[src/rtl/square_gen_pkg.sv]
// Shared types and default widths for the programmable square-wave generator.
//
// Contents:
//   PERIOD_W_DEF  default width of period / high-time fields (matches the detector period width)
//   CNT_W_DEF     default width of the burst cycle count
//   sq_state_t    generator state (idle, high phase, low phase)
//   cfg_t         one configuration record {period, high, cycles} at default widths
package square_gen_pkg;

   localparam int unsigned PERIOD_W_DEF = 18;
   localparam int unsigned CNT_W_DEF    = 16;

   typedef enum logic [1:0] {
      StIdle,
      StHigh,
      StLow
   } sq_state_t;

   typedef struct packed {
      logic [PERIOD_W_DEF-1:0] period;
      logic [PERIOD_W_DEF-1:0] high;
      logic [CNT_W_DEF-1:0]    cycles;
   } cfg_t;

endpackage

[src/rtl/square_wave_gen.sv]
// Programmable square-wave generator. Produces a wave of period P and high time H (both in clk
// cycles) for N periods (N = 0: run until stopped). Configuration is double-buffered: an accepted
// configuration sits in a shadow set and is copied to the active set only in IDLE or on the
// cycle that ends a LOW phase, so the output never glitches mid-period.
//
// Ports:
//   clk          sole clock
//   rst          synchronous active-high reset
//   cfg_valid    configuration offered; accepted when cfg_valid && cfg_ready
//   cfg_ready    shadow set empty
//   cfg_period   full period P
//   cfg_high     high time H
//   cfg_cycles   burst length N in periods, 0 = continuous
//   start        leave IDLE (ignored unless an active configuration exists and stop is low)
//   stop         graceful stop: the current period completes first
//   signal_out   generated square wave
//   busy         generator not in IDLE
//   done         one-cycle pulse on return to IDLE
//   cfg_err      one-cycle pulse when an accepted configuration is invalid (dropped)
//   period_cnt   periods completed since the last start, saturating
module square_wave_gen
   import square_gen_pkg::*;
#(
   parameter int unsigned PERIOD_W = PERIOD_W_DEF,
   parameter int unsigned CNT_W    = CNT_W_DEF
) (
   input  logic                clk,
   input  logic                rst,
   input  logic                cfg_valid,
   output logic                cfg_ready,
   input  logic [PERIOD_W-1:0] cfg_period,
   input  logic [PERIOD_W-1:0] cfg_high,
   input  logic [CNT_W-1:0]    cfg_cycles,
   input  logic                start,
   input  logic                stop,
   output logic                signal_out,
   output logic                busy,
   output logic                done,
   output logic                cfg_err,
   output logic [CNT_W-1:0]    period_cnt
);

   sq_state_t state_q, state_d;

   logic [PERIOD_W-1:0] phase_q, phase_d;

   // Active configuration drives the waveform.
   logic [PERIOD_W-1:0] act_period_q, act_period_d;
   logic [PERIOD_W-1:0] act_high_q, act_high_d;
   logic [CNT_W-1:0]    act_cycles_q, act_cycles_d;

   // Shadow configuration waiting for the next apply point.
   logic [PERIOD_W-1:0] shd_period_q, shd_period_d;
   logic [PERIOD_W-1:0] shd_high_q, shd_high_d;
   logic [CNT_W-1:0]    shd_cycles_q, shd_cycles_d;
   logic                pend_q, pend_d;

   logic                stop_q, stop_d;
   logic [CNT_W-1:0]    period_cnt_q, period_cnt_d;

   logic signal_out_q, signal_out_d;
   logic busy_q, busy_d;
   logic done_q, done_d;
   logic cfg_err_q, cfg_err_d;

   logic                cfg_fire;
   logic                cfg_ok;
   logic                phase_last;
   logic                boundary;
   logic                apply;
   logic                go;
   logic                finish;
   logic [PERIOD_W-1:0] low_len;
   logic [CNT_W-1:0]    cnt_inc;

   // ---------------------------------------------------------------------------------------
   // Shared decode
   // ---------------------------------------------------------------------------------------
   always_comb begin
      cfg_fire   = cfg_valid && !pend_q;
      cfg_ok     = (cfg_period >= PERIOD_W'(2)) && (cfg_high >= PERIOD_W'(1)) &&
                   (cfg_high < cfg_period);
      phase_last = (phase_q == '0);
      // Last LOW cycle: the edge that closes one period and may open the next.
      boundary   = (state_q == StLow) && phase_last;
      apply      = pend_q && ((state_q == StIdle) || boundary);
      // Start is judged against the post-apply active set so the first HIGH uses it.
      go         = (state_q == StIdle) && start && !stop && (act_period_d != '0);
      // Wraps to 0 when period_cnt is saturated, so a saturated count never matches N.
      cnt_inc    = period_cnt_q + CNT_W'(1);
      // The burst test uses the configuration that governed the period just ending.
      finish     = boundary &&
                   (stop_q || stop || ((act_cycles_q != '0) && (cnt_inc == act_cycles_q)));
      // Validity (1 <= H < P) keeps this at least 1.
      low_len    = act_period_q - act_high_q;
   end

   // ---------------------------------------------------------------------------------------
   // Configuration, stop latch and period counter
   // ---------------------------------------------------------------------------------------
   always_comb begin
      act_period_d = act_period_q;
      act_high_d   = act_high_q;
      act_cycles_d = act_cycles_q;
      shd_period_d = shd_period_q;
      shd_high_d   = shd_high_q;
      shd_cycles_d = shd_cycles_q;
      pend_d       = pend_q;
      stop_d       = stop_q;
      period_cnt_d = period_cnt_q;

      if (apply) begin
         act_period_d = shd_period_q;
         act_high_d   = shd_high_q;
         act_cycles_d = shd_cycles_q;
         pend_d       = 1'b0;
      end

      // Accept needs pend_q clear and apply needs it set, so the two never coincide.
      if (cfg_fire && cfg_ok) begin
         shd_period_d = cfg_period;
         shd_high_d   = cfg_high;
         shd_cycles_d = cfg_cycles;
         pend_d       = 1'b1;
      end

      if (state_d == StIdle) begin
         stop_d = 1'b0;
      end else if ((state_q != StIdle) && stop) begin
         stop_d = 1'b1;
      end

      if (go) begin
         period_cnt_d = '0;
      end else if (boundary && !(&period_cnt_q)) begin
         period_cnt_d = cnt_inc;
      end
   end

   // ---------------------------------------------------------------------------------------
   // Next-state logic
   // ---------------------------------------------------------------------------------------
   always_comb begin
      state_d = state_q;
      phase_d = phase_q;

      unique case (state_q)
         StIdle: begin
            if (go) begin
               state_d = StHigh;
               phase_d = act_high_d - PERIOD_W'(1);
            end
         end
         StHigh: begin
            if (phase_last) begin
               state_d = StLow;
               phase_d = low_len - PERIOD_W'(1);
            end else begin
               phase_d = phase_q - PERIOD_W'(1);
            end
         end
         StLow: begin
            if (phase_last) begin
               if (finish) begin
                  state_d = StIdle;
               end else begin
                  state_d = StHigh;
                  phase_d = act_high_d - PERIOD_W'(1);
               end
            end else begin
               phase_d = phase_q - PERIOD_W'(1);
            end
         end
         default: begin
            state_d = StIdle;
         end
      endcase
   end

   // ---------------------------------------------------------------------------------------
   // Output logic (registered, so decoded from the next state)
   // ---------------------------------------------------------------------------------------
   always_comb begin
      signal_out_d = (state_d == StHigh);
      busy_d       = (state_d != StIdle);
      done_d       = finish;
      cfg_err_d    = cfg_fire && !cfg_ok;
   end

   // ---------------------------------------------------------------------------------------
   // State register
   // ---------------------------------------------------------------------------------------
   always_ff @(posedge clk) begin
      if (rst) begin
         state_q      <= StIdle;
         phase_q      <= '0;
         act_period_q <= '0;
         act_high_q   <= '0;
         act_cycles_q <= '0;
         shd_period_q <= '0;
         shd_high_q   <= '0;
         shd_cycles_q <= '0;
         pend_q       <= 1'b0;
         stop_q       <= 1'b0;
         period_cnt_q <= '0;
         signal_out_q <= 1'b0;
         busy_q       <= 1'b0;
         done_q       <= 1'b0;
         cfg_err_q    <= 1'b0;
      end else begin
         state_q      <= state_d;
         phase_q      <= phase_d;
         act_period_q <= act_period_d;
         act_high_q   <= act_high_d;
         act_cycles_q <= act_cycles_d;
         shd_period_q <= shd_period_d;
         shd_high_q   <= shd_high_d;
         shd_cycles_q <= shd_cycles_d;
         pend_q       <= pend_d;
         stop_q       <= stop_d;
         period_cnt_q <= period_cnt_d;
         signal_out_q <= signal_out_d;
         busy_q       <= busy_d;
         done_q       <= done_d;
         cfg_err_q    <= cfg_err_d;
      end
   end

   assign cfg_ready  = !pend_q;
   assign signal_out = signal_out_q;
   assign busy       = busy_q;
   assign done       = done_q;
   assign cfg_err    = cfg_err_q;
   assign period_cnt = period_cnt_q;

endmodule

[config.mk]
export PLATFORM = sky130hd
export DESIGN_NAME = square_wave_gen
export DESIGN_NICKNAME = d
export VERILOG_FILES = /design/src/rtl/square_gen_pkg.sv /design/src/rtl/square_wave_gen.sv
export SDC_FILE = /design/constraint.sdc
export NUM_CORES = 1
export LEC_CHECK = 0
export CAP_MARGIN = 20
export CORE_ASPECT_RATIO = 0.75
export CORE_MARGIN = 2
export CORE_UTILIZATION = 40
export DETAILED_ROUTE_END_ITERATION = 7
export MAX_ROUTING_LAYER = met4
export SKIP_LAST_GASP = 1
export SLEW_MARGIN = 40
export SYNTH_ARGS = -nofsm -noshare
export SYNTH_HDL_FRONTEND = slang
export SYNTH_SLANG_ARGS = --single-unit
[constraint.sdc]
create_clock -name clk -period 4.1 [get_ports clk]
set_input_delay 1.23 -clock clk [delete_from_list [all_inputs] [get_ports clk]]
set_output_delay 1.23 -clock clk [all_outputs]
set_load 0.005 [all_outputs]
### Yosys cells after proc, flatten, opt, wreduce, memory -nomap -nowiden

Index checks and enable logic that the tools add are counted.

* register bits: 146
* output and inout bits: 21
* word-level logic and storage cells: 77

* add/sub/neg operators: 5
* magnitude comparators: 3
* eq/ne operators: 6
* muxes and demuxes: 14
* reductions and logical operators: 34

Operator list (number)
* $mux W18: 6
* $pmux W18 S3: 1
* $sub A18 B1 Y18 const B: 3
* $ge A18 B1 Y1 const B: 1
* $ge A18 B2 Y1 const B: 1
* $logic_not A18 Y1: 1
* $lt A18 B18 Y1: 1
* $reduce_bool A18 Y1: 1
* $sub A18 B18 Y18: 1
* $add A16 B1 Y16 const B: 1
* $eq A16 B16 Y1: 1
* $reduce_and A16 Y1: 1
* $reduce_bool A16 Y1: 1
* $logic_and A1 B1 Y1: 14
* $mux W2: 3
* $pmux W2 S3: 1
* $reduce_bool A2 Y1: 3
* $eq A2 B1 Y1 const B: 2
* $logic_not A1 Y1: 4
* $logic_not A2 Y1: 2
* $reduce_or A2 Y1: 2
* $logic_or A1 B1 Y1: 3
* $mux W1: 3
* $ne A3 B3 Y1 const B: 1
* 4 further kinds: 4

### Logic depth before layout (Yosys ltp)

Gate-level depths: netlist of the first run.

* depth after elaboration: 11
* mapped depth: 17
* gate-level depth less buffers: 14

### Worst setup path after synthesis of the first run

No wires, ideal clock.

* path type: reg2reg
* start point: reg phase_q[0]
* end point: reg phase_q[16]
* library setup time: 0.091 ns
* arrival time: 3.910 ns
* slack: 0.100 ns
* stages on the path, launching flop included: 17
* clock period less this slack: 4.000 ns
* cell sequence: dfxtp_1 -> inv_1 -> ha_1 -> nor2b_1 -> and3_1 -> clkbuf_1 -> a41oi_2 -> clkbuf_1 -> buf_1 -> mux2i_1 -> ha_1 -> nand3b_1 -> or3_1 -> or4_1 -> nand2_1 -> o21ai_0 -> a311oi_1

* word-level cells in the longest chain between the ends: 9
* elaborated cells between the ends (all ways): 19

RTL lines
* start, declared: RTL line square_wave_gen.sv:45 `logic [PERIOD_W-1:0] phase_q, phase_d;`
* start signal, assigned: RTL line square_wave_gen.sv:212 `phase_q <= phase_d;`
* $logic_not A18 Y1: RTL line square_wave_gen.sv:83 `phase_last = (phase_q == '0);`
* $logic_and A1 B1 Y1: RTL line square_wave_gen.sv:85 `boundary = (state_q == StLow) && phase_last;`
* $logic_or A1 B1 Y1: RTL line square_wave_gen.sv:86 `apply = pend_q && ((state_q == StIdle) || boundary);`
* $logic_and A1 B1 Y1: RTL line square_wave_gen.sv:86
* $mux W18: RTL line square_wave_gen.sv:112 `if (apply) begin`
* $sub A18 B1 Y18 / $reduce_bool A18 Y1 (equally long branches): RTL line square_wave_gen.sv:151, square_wave_gen.sv:168, square_wave_gen.sv:88
* $mux W18 / $logic_and A1 B1 Y1 (equally long branches): RTL line square_wave_gen.sv:164, square_wave_gen.sv:88
* $mux W18 / $ne A2 B2 Y1 (equally long branches)
* $pmux W18 S3 / $reduce_and A3 Y1 (equally long branches)

Parallel ways exist; a longest one is shown, timed or not. The select of a mux whose other input is x is not followed.
A chain may end at the register's enable or synchronous reset.

### Worst setup path after layout of the first run

* start point: reg phase_q[0]
* end point: reg phase_q[14]

Same word-level chain as after synthesis.

==> results of run 1 <==
-- state kept, by name (all words and copies together), names as in the netlist, 2 cells and up, named ones only --
signal / count
shd_cycles_q: 16
act_high_q: 17
phase_q: 18
state_q: 2
act_cycles_q: 16
shd_high_q: 18
period_cnt: 16
act_period_q: 18
shd_period_q: 18
-- placed cells by master, fill, tap and decap left out, types with 5 or more instances in the layout --
cell and instances:
nor2b_1 11, o31ai_1 7, xor2_1 29, ha_1 43, mux2i_1 12, dfxtp_1 146
o22ai_1 5, a311oi_1 9, or3_1 18, nor4_1 30, or4_1 10, and3_1 7
clkbuf_16 17, buf_12 5, nand2b_1 6, o21ai_0 89, a21o_1 5, nand3_1 80
nor2_1 73, o211ai_1 12, nand2_1 138, buf_4 19, xnor2_1 44, a21oi_1 143
nor3_1 37, clkdlybuf4s50_1 76, inv_1 52, nand4_1 11, a211oi_1 10, inv_6 5
o21a_1 8
-- report_power, final --
| group | internal [mW] | switching [mW] |
|---|---|---|
| Combinational | 0.524 | 0.773 |
| Sequential | 1.51 | 0.114 |
| Clock | 0.914 | 0.702 |
-- synth_stat cells (all sizes together) (4+ instances only) --
cell       n  area [sq um]
a211oi    12         95.09
mux2i     13         133.9
a311oi    10         87.58
or4       12         97.59
nor2b     11         68.82
nand3     81         410.4
nand3b     4         30.03
o31ai      7         52.55
o211ai    12         90.09
nand4     11         68.82
inv       52         195.2
xor2      29         254.0
or3       18         112.6
a31oi      4         25.02
nor3      38         201.5
o22ai      5         31.28
dfxtp    146          2923
nand2b     6         37.54
nor3b      4         30.03
ha        43         538.0
nand2    138         518.0
buf       17         92.59
o21a       8         60.06
o211a      4         40.04
a21oi    144         724.5
nor4b      4         35.03
a21o       5         37.54
xnor2     44         385.4
a2111oi    5         62.56
and4       4         35.03
clkbuf    54         202.7
nor2      73         274.0
nor4      31         209.0
o21ai     91         455.4
o41ai      4         35.03
and3       8         50.05
-- final timing paths --
path / cells past startpoint / from / to / slack (ns)
setup reg to reg: 13 / phase_q[0] / phase_q[14] / 0.40
setup / recovery: 13 / phase_q[0] / phase_q[14] / 0.40
hold reg to reg: 2 / shd_cycles_q[15] / act_cycles_q[15] / 0.45
hold / removal: 2 / shd_cycles_q[15] / act_cycles_q[15] / 0.45
-- routing by layer --
metal / global-route usage / part of all wire / wire length, um
met2: 0.2899 / 0.37 / 10210
met3: 0.04620 / 0.080 / 2181
met1: 0.3930 / 0.54 / 14670
met4: 0.04913 / 0.0072 / 197
met5: - / 0 / 0
-- logic make-up (layout without fill, tap and decap cells) --
| logic type | after synthesis | count (layout) |
|---|---|---|
| AND/OR/NAND/NOR | 449 | 449 |
| buffers and inverters | 123 | 184 |
| flip-flops | 146 | 146 |
| AO/OA/AOI/OAI | 335 | 335 |
| XOR/XNOR | 73 | 73 |
| adder cells (fa/ha/maj) | 44 | 44 |
| multiplexers | 14 | 14 |
-- per-stage QoR --
stage          hold slack, ns    util  setup slack [ns]
2_1_floorplan          0.4284       -           0.09952
5_1_grt                0.4645  0.4854            0.1758
4_1_cts                0.4544  0.4854            0.4328
3_5_place_dp           0.4411  0.4582           0.07868
6_report               0.4508  0.4854            0.3962
3_3_place_gp           0.4388  0.4582           0.08273
-- tightest hold or removal path, cell delays in order, from the launching register on --
cell     delay [ns]
dfxtp_1        0.31
nand2_1        0.05
a21oi_1        0.05
-- final cells by class --
class,count,share of cell area
sequential,146,0.2731
tap,294,0.03437
clock inverter,15,0.01625
clock buffer,17,0.03974
timing repair buffer,100,0.09375
multi-input combinational,915,0.5246
inverter,52,0.01823
==> run metrics, run 1 <==
worst-case vdd ir drop 0.2688 mV; CTS Buf Count 17; Critical Path Most Common Cell ha_1; NumNets Final 1,333; setup repair bufs after CTS 0; # diodes 0; htree depth 4; CP endpoint kind flop; setup TNS 0 ns; final wirelength 27,260 um; final non-filler cell total 1,539; CP bufs+invs 1; Reg area 2923 sq um; fmax 270.0 MHz; TritonCTS Sinks 146; mux cell area share after synthesis 0.01615; Power Density 424.2 nW/um^2; Die ar. 23,700 sq um; Hold Crit Class reg -> reg; num rows 47; remaining antenna violation count after routing 0; family with the most delay on the worst path simple AND/OR/NAND/NOR gates; Hold Vio Cnt, Final 0; layout cell share with drive strength beyond 1 0.06104; CTS Buffer Depth 2; Seq/Total Area, Yosys 0.3252; Final Setup Violations 0; Chip Height 133.8 um; Pwr Total 4.540 mW; global-route wire length before repair 43,790 um; dpl hpwl 19,850 um; status finished, final reports clean; RSZ-0062 raised after global routing no; Mapped Cells 1,184; Leakage 3.932 nW; Vias 8,806; Top FF cell, synth dfxtp_1; DR DRC count 0; CP max stage cell or3_1; Iter 0 DRT Violations 978; CTS resizes 0; Synth cell types 72; relative max-transition margin 0.4629; Syn Std Cell Area 8987 sq um; Post-Synth Adder-Cell Area 0.06209; dpl cell area 10,100 sq um; Placer Congestion 0.9013; crit path DAT 4.03 ns; Hold-fix buffers, CTS 0; xor and xnor area share after synthesis 0.07114; largest net degree at the start of global routing 71; first-pass detailed-route iteration total 6; max cap viols 0; initial antenna violation count 0; Synth warnings 0; synthesized net count 1,285; core box area 22,050 sq um; critical path peak fanout 6; Total GRT Usage 0.2400; critical path type reg -> reg; Finished Cell Area 10,700 sq um; largest family of logic cells by synthesized area simple AND/OR/NAND/NOR gates; Ports 78; # fillers 2,201; Slew Limit Fails 0; Post-synth ARST share 0; Placed Cells 1,507; crit start category flop; WL/cell 17.71 um; clk slew on worst S/H paths 0.07 ns; critical path cell sequence inv_1 > ha_1 > nor2b_1 > and3_1 > a41oi_4 > mux2i_1 > ha_1 > nand3b_1 > or3_1 > o211a_1 > nor3_1 > a21oi_1 > o311a_1; I/O Buffers 77; grt ovf 0; Worst-Margin Slew 0.8057 ns; Largest stage delay, worst path 0.48 ns; Syn Area/Cell 7.591 sq um; die width 177.1 um; Synth Area in Compound Gates 0.2243; clk_lat worst skew 0.44 ns; Post-synth EDFFs 0; clk_skew 0.01464 ns; routed vias/inst 5.722; final worst path period share 0.9034; vias in the first global route 7,908; Final Critical Period 3.704 ns; Area growth, synth to finish 19.10%; synthesized flop and latch total 146; initial core utilization 0.4075; post-synthesis simple-gate area fraction 0.2466; CTS tree yes; multi-input logic area 5615 sq um; Req. time, crit path 4.42 ns; Root Buffer clkbuf_16
Power figures use the tool's default switching activity.
==> inputs of run 2 (changes only) <==
--- a/config.mk
+++ b/config.mk
@@ -7,7 +7,6 @@
 export LEC_CHECK = 0
 export CAP_MARGIN = 20
 export CORE_ASPECT_RATIO = 0.75
-export CORE_MARGIN = 2
 export CORE_UTILIZATION = 40
 export DETAILED_ROUTE_END_ITERATION = 7
 export MAX_ROUTING_LAYER = met4
==> run 2 against run 1 <==
Net effect:
- flip-flop and latch count stayed put
- final cell count is 0.26% higher
- routed wire length down 1.0%
- total power increased by 1.0%
- clock skew is essentially flat
- utilization is 0.23 points higher
==> run metrics, run 2 (same netlist as run 1, synthesis figures left out) <==
status finished, final reports clean; switching share of total power 0.3523 (+0.002144); NumNets Final 1,338 (+0.38%); CTS resizes 0 (unchanged); Req. time, crit path 4.46 ns (+0.04 ns); Ports 78 (unchanged); Comb pwr share 0.286 (about the same); Iter 0 DRT Violations 988 (+1.0%); DR DRC count 0 (unchanged); Area growth, synth to finish 19.67%; CP endpoint kind flop; first-pass detailed-route iteration total 5 (-1); Place WS -0.02423 ns (-0.1029 ns); CTS Buf Count 17 (unchanged); most frequent cells in the layout 146 x dfxtp_1, 143 x a21oi_1, 138 x nand2_1, 89 x o21ai_0, 80 x nand3_1; Total GRT Usage 0.2396 (-0.0004646); clk_lat worst skew 0.44 ns (about the same); htree depth 4 (unchanged); layout cell share with drive strength beyond 1 0.06405 (+0.003007); remaining antenna violation count after routing 0 (unchanged); final wirelength 26,980 um (-1.0%); RSZ-0062 raised after global routing no; initial core utilization 0.4075 (unchanged); WL/cell 17.49 um (-1.3%); vias in the first global route 7,660 (-3.1%); fmax 268.7 MHz (-0.48%); relative max-transition margin 0.4699 (+0.007035); Final Setup Violations 0 (unchanged); Chip Height 131.8 um (-1.5%); initial antenna violation count 1 (+1); global-route wire length before repair 42,720 um (-2.5%); largest net degree at the start of global routing 71 (unchanged); # fillers 2,191 (-0.45%); CTS Buffer Depth 2 (unchanged); worst-case vdd ir drop 0.2989 mV (+11%); setup slack after layout 0.3782 ns (-0.01795 ns); Hold Vio Cnt, Final 0 (unchanged); Hold-fix buffers, CTS 0 (unchanged); TritonCTS Sinks 146 (unchanged); Slew Limit Fails 0 (unchanged); routed vias/inst 5.701 (-0.36%); dpl hpwl 19,890 um (+0.24%); num rows 47 (unchanged); Power Density 426.6 nW/um^2 (+0.56%); core box area 22,050 sq um (unchanged); Pwr Total 4.588 mW (+1.0%); final non-filler cell total 1,543 (+0.26%); Worst-Margin Slew 0.7751 ns (-0.03060 ns); Placer Congestion 0.8864 (-1.7%); Clk pwr share 0.360 (+0.004); post-layout util 0.4877 (+0.002326); clk slew on worst S/H paths 0.07 ns (about the same); critical path peak fanout 27 (+21); leading cell type in the layout, fill and taps excluded dfxtp_1; Vias 8,797 (-0.10%); Placed Cells 1,512 (+0.33%); crit start category input port; Leakage 3.969 nW (+0.96%); multi-input logic area 5615 sq um (unchanged); clk_skew 0.01425 ns (-0.0003877 ns); Flop pwr share 0.355 (-0.003); max cap viols 0 (unchanged); CTS tree yes; die width 175.1 um (-1.1%); Reg area 2923 sq um (unchanged); Final Critical Period 3.722 ns (+0.01795 ns); Root Buffer clkbuf_16; grt ovf 0 (unchanged); Hold Crit Class reg -> reg; setup repair bufs after CTS 0 (unchanged); critical path type in -> reg; final worst path period share 0.9077 (+0.004377); Die ar. 23,080 sq um (-2.6%); Internal 2.972 mW (+0.71%); # diodes 0 (unchanged); I/O Buffers 77 (unchanged); NetSw 1.616 mW (+1.7%); crit path DAT 4.08 ns (+0.05 ns)
## run 2: cell count changes in the layout (fill, tap and decap cells not counted)
cell and delta:
clkinvlp_4 -2, inv_6 -2, inv_8 +5, buf_4 +5
clkinv_2 -2
## run 2: power by group through the flow
stage	clock [mW]	sequential, mW	combinational [mW]
after global placement	0	1.65	1.28
after CTS	1.67	1.62	1.29
final	1.65	1.63	1.31
after global routing	1.73	1.64	1.44
after floorplan	0	1.62	0.905
after detailed placement	0	1.65	1.28
## run 2: worst paths after layout
path / depth (start not counted) / from / slack [ns] / to
worst max-delay path: 12 / cfg_period[12] / 0.38 / shd_period_q[6]
worst min-delay path: 2 / shd_cycles_q[14] / 0.45 / act_cycles_q[14]
worst max register to register: 13 / phase_q[0] / 0.39 / phase_q[14]
worst min register to register: 2 / shd_cycles_q[14] / 0.45 / act_cycles_q[14]
## run 2: routing by layer
layer	GRT usage	part of all wire
met1	0.3982	0.55
met2	0.2923	0.38
met3	0.03345	0.067
met4	0.04300	0.0079
met5	-	0
## run 2: final cells by class
type                    count  share of cell area
repair buffers            105             0.09679
clock inverters            14             0.01745
clock buffers              17             0.03955
flip-flops and latches    146              0.2718
well taps                 294             0.03420
multi-input cells         915              0.5221
inverters                  52             0.01815
## run 2: per-stage QoR
step	cell area (sq um)	hold slack [ns]	TNS (ns)
floorplan	8987	0.4284	0
global placement	10140	0.4380	-0.05038
detailed placement	10140	0.4416	-0.1398
CTS	10760	0.4521	0
global route	10760	0.4677	0
finish	10760	0.4493	0
## run 2: worst max-delay path, cell delays in order
cell	delay, ns
clkdlybuf4s50_1	0.51
inv_1	0.06
ha_1	0.30
a21o_1	0.18
a21oi_1	0.15
o221ai_1	0.16
a2111oi_0	0.54
buf_4	0.21
and3_2	0.24
buf_12	0.18
nand3_1	0.12
a21oi_1	0.18
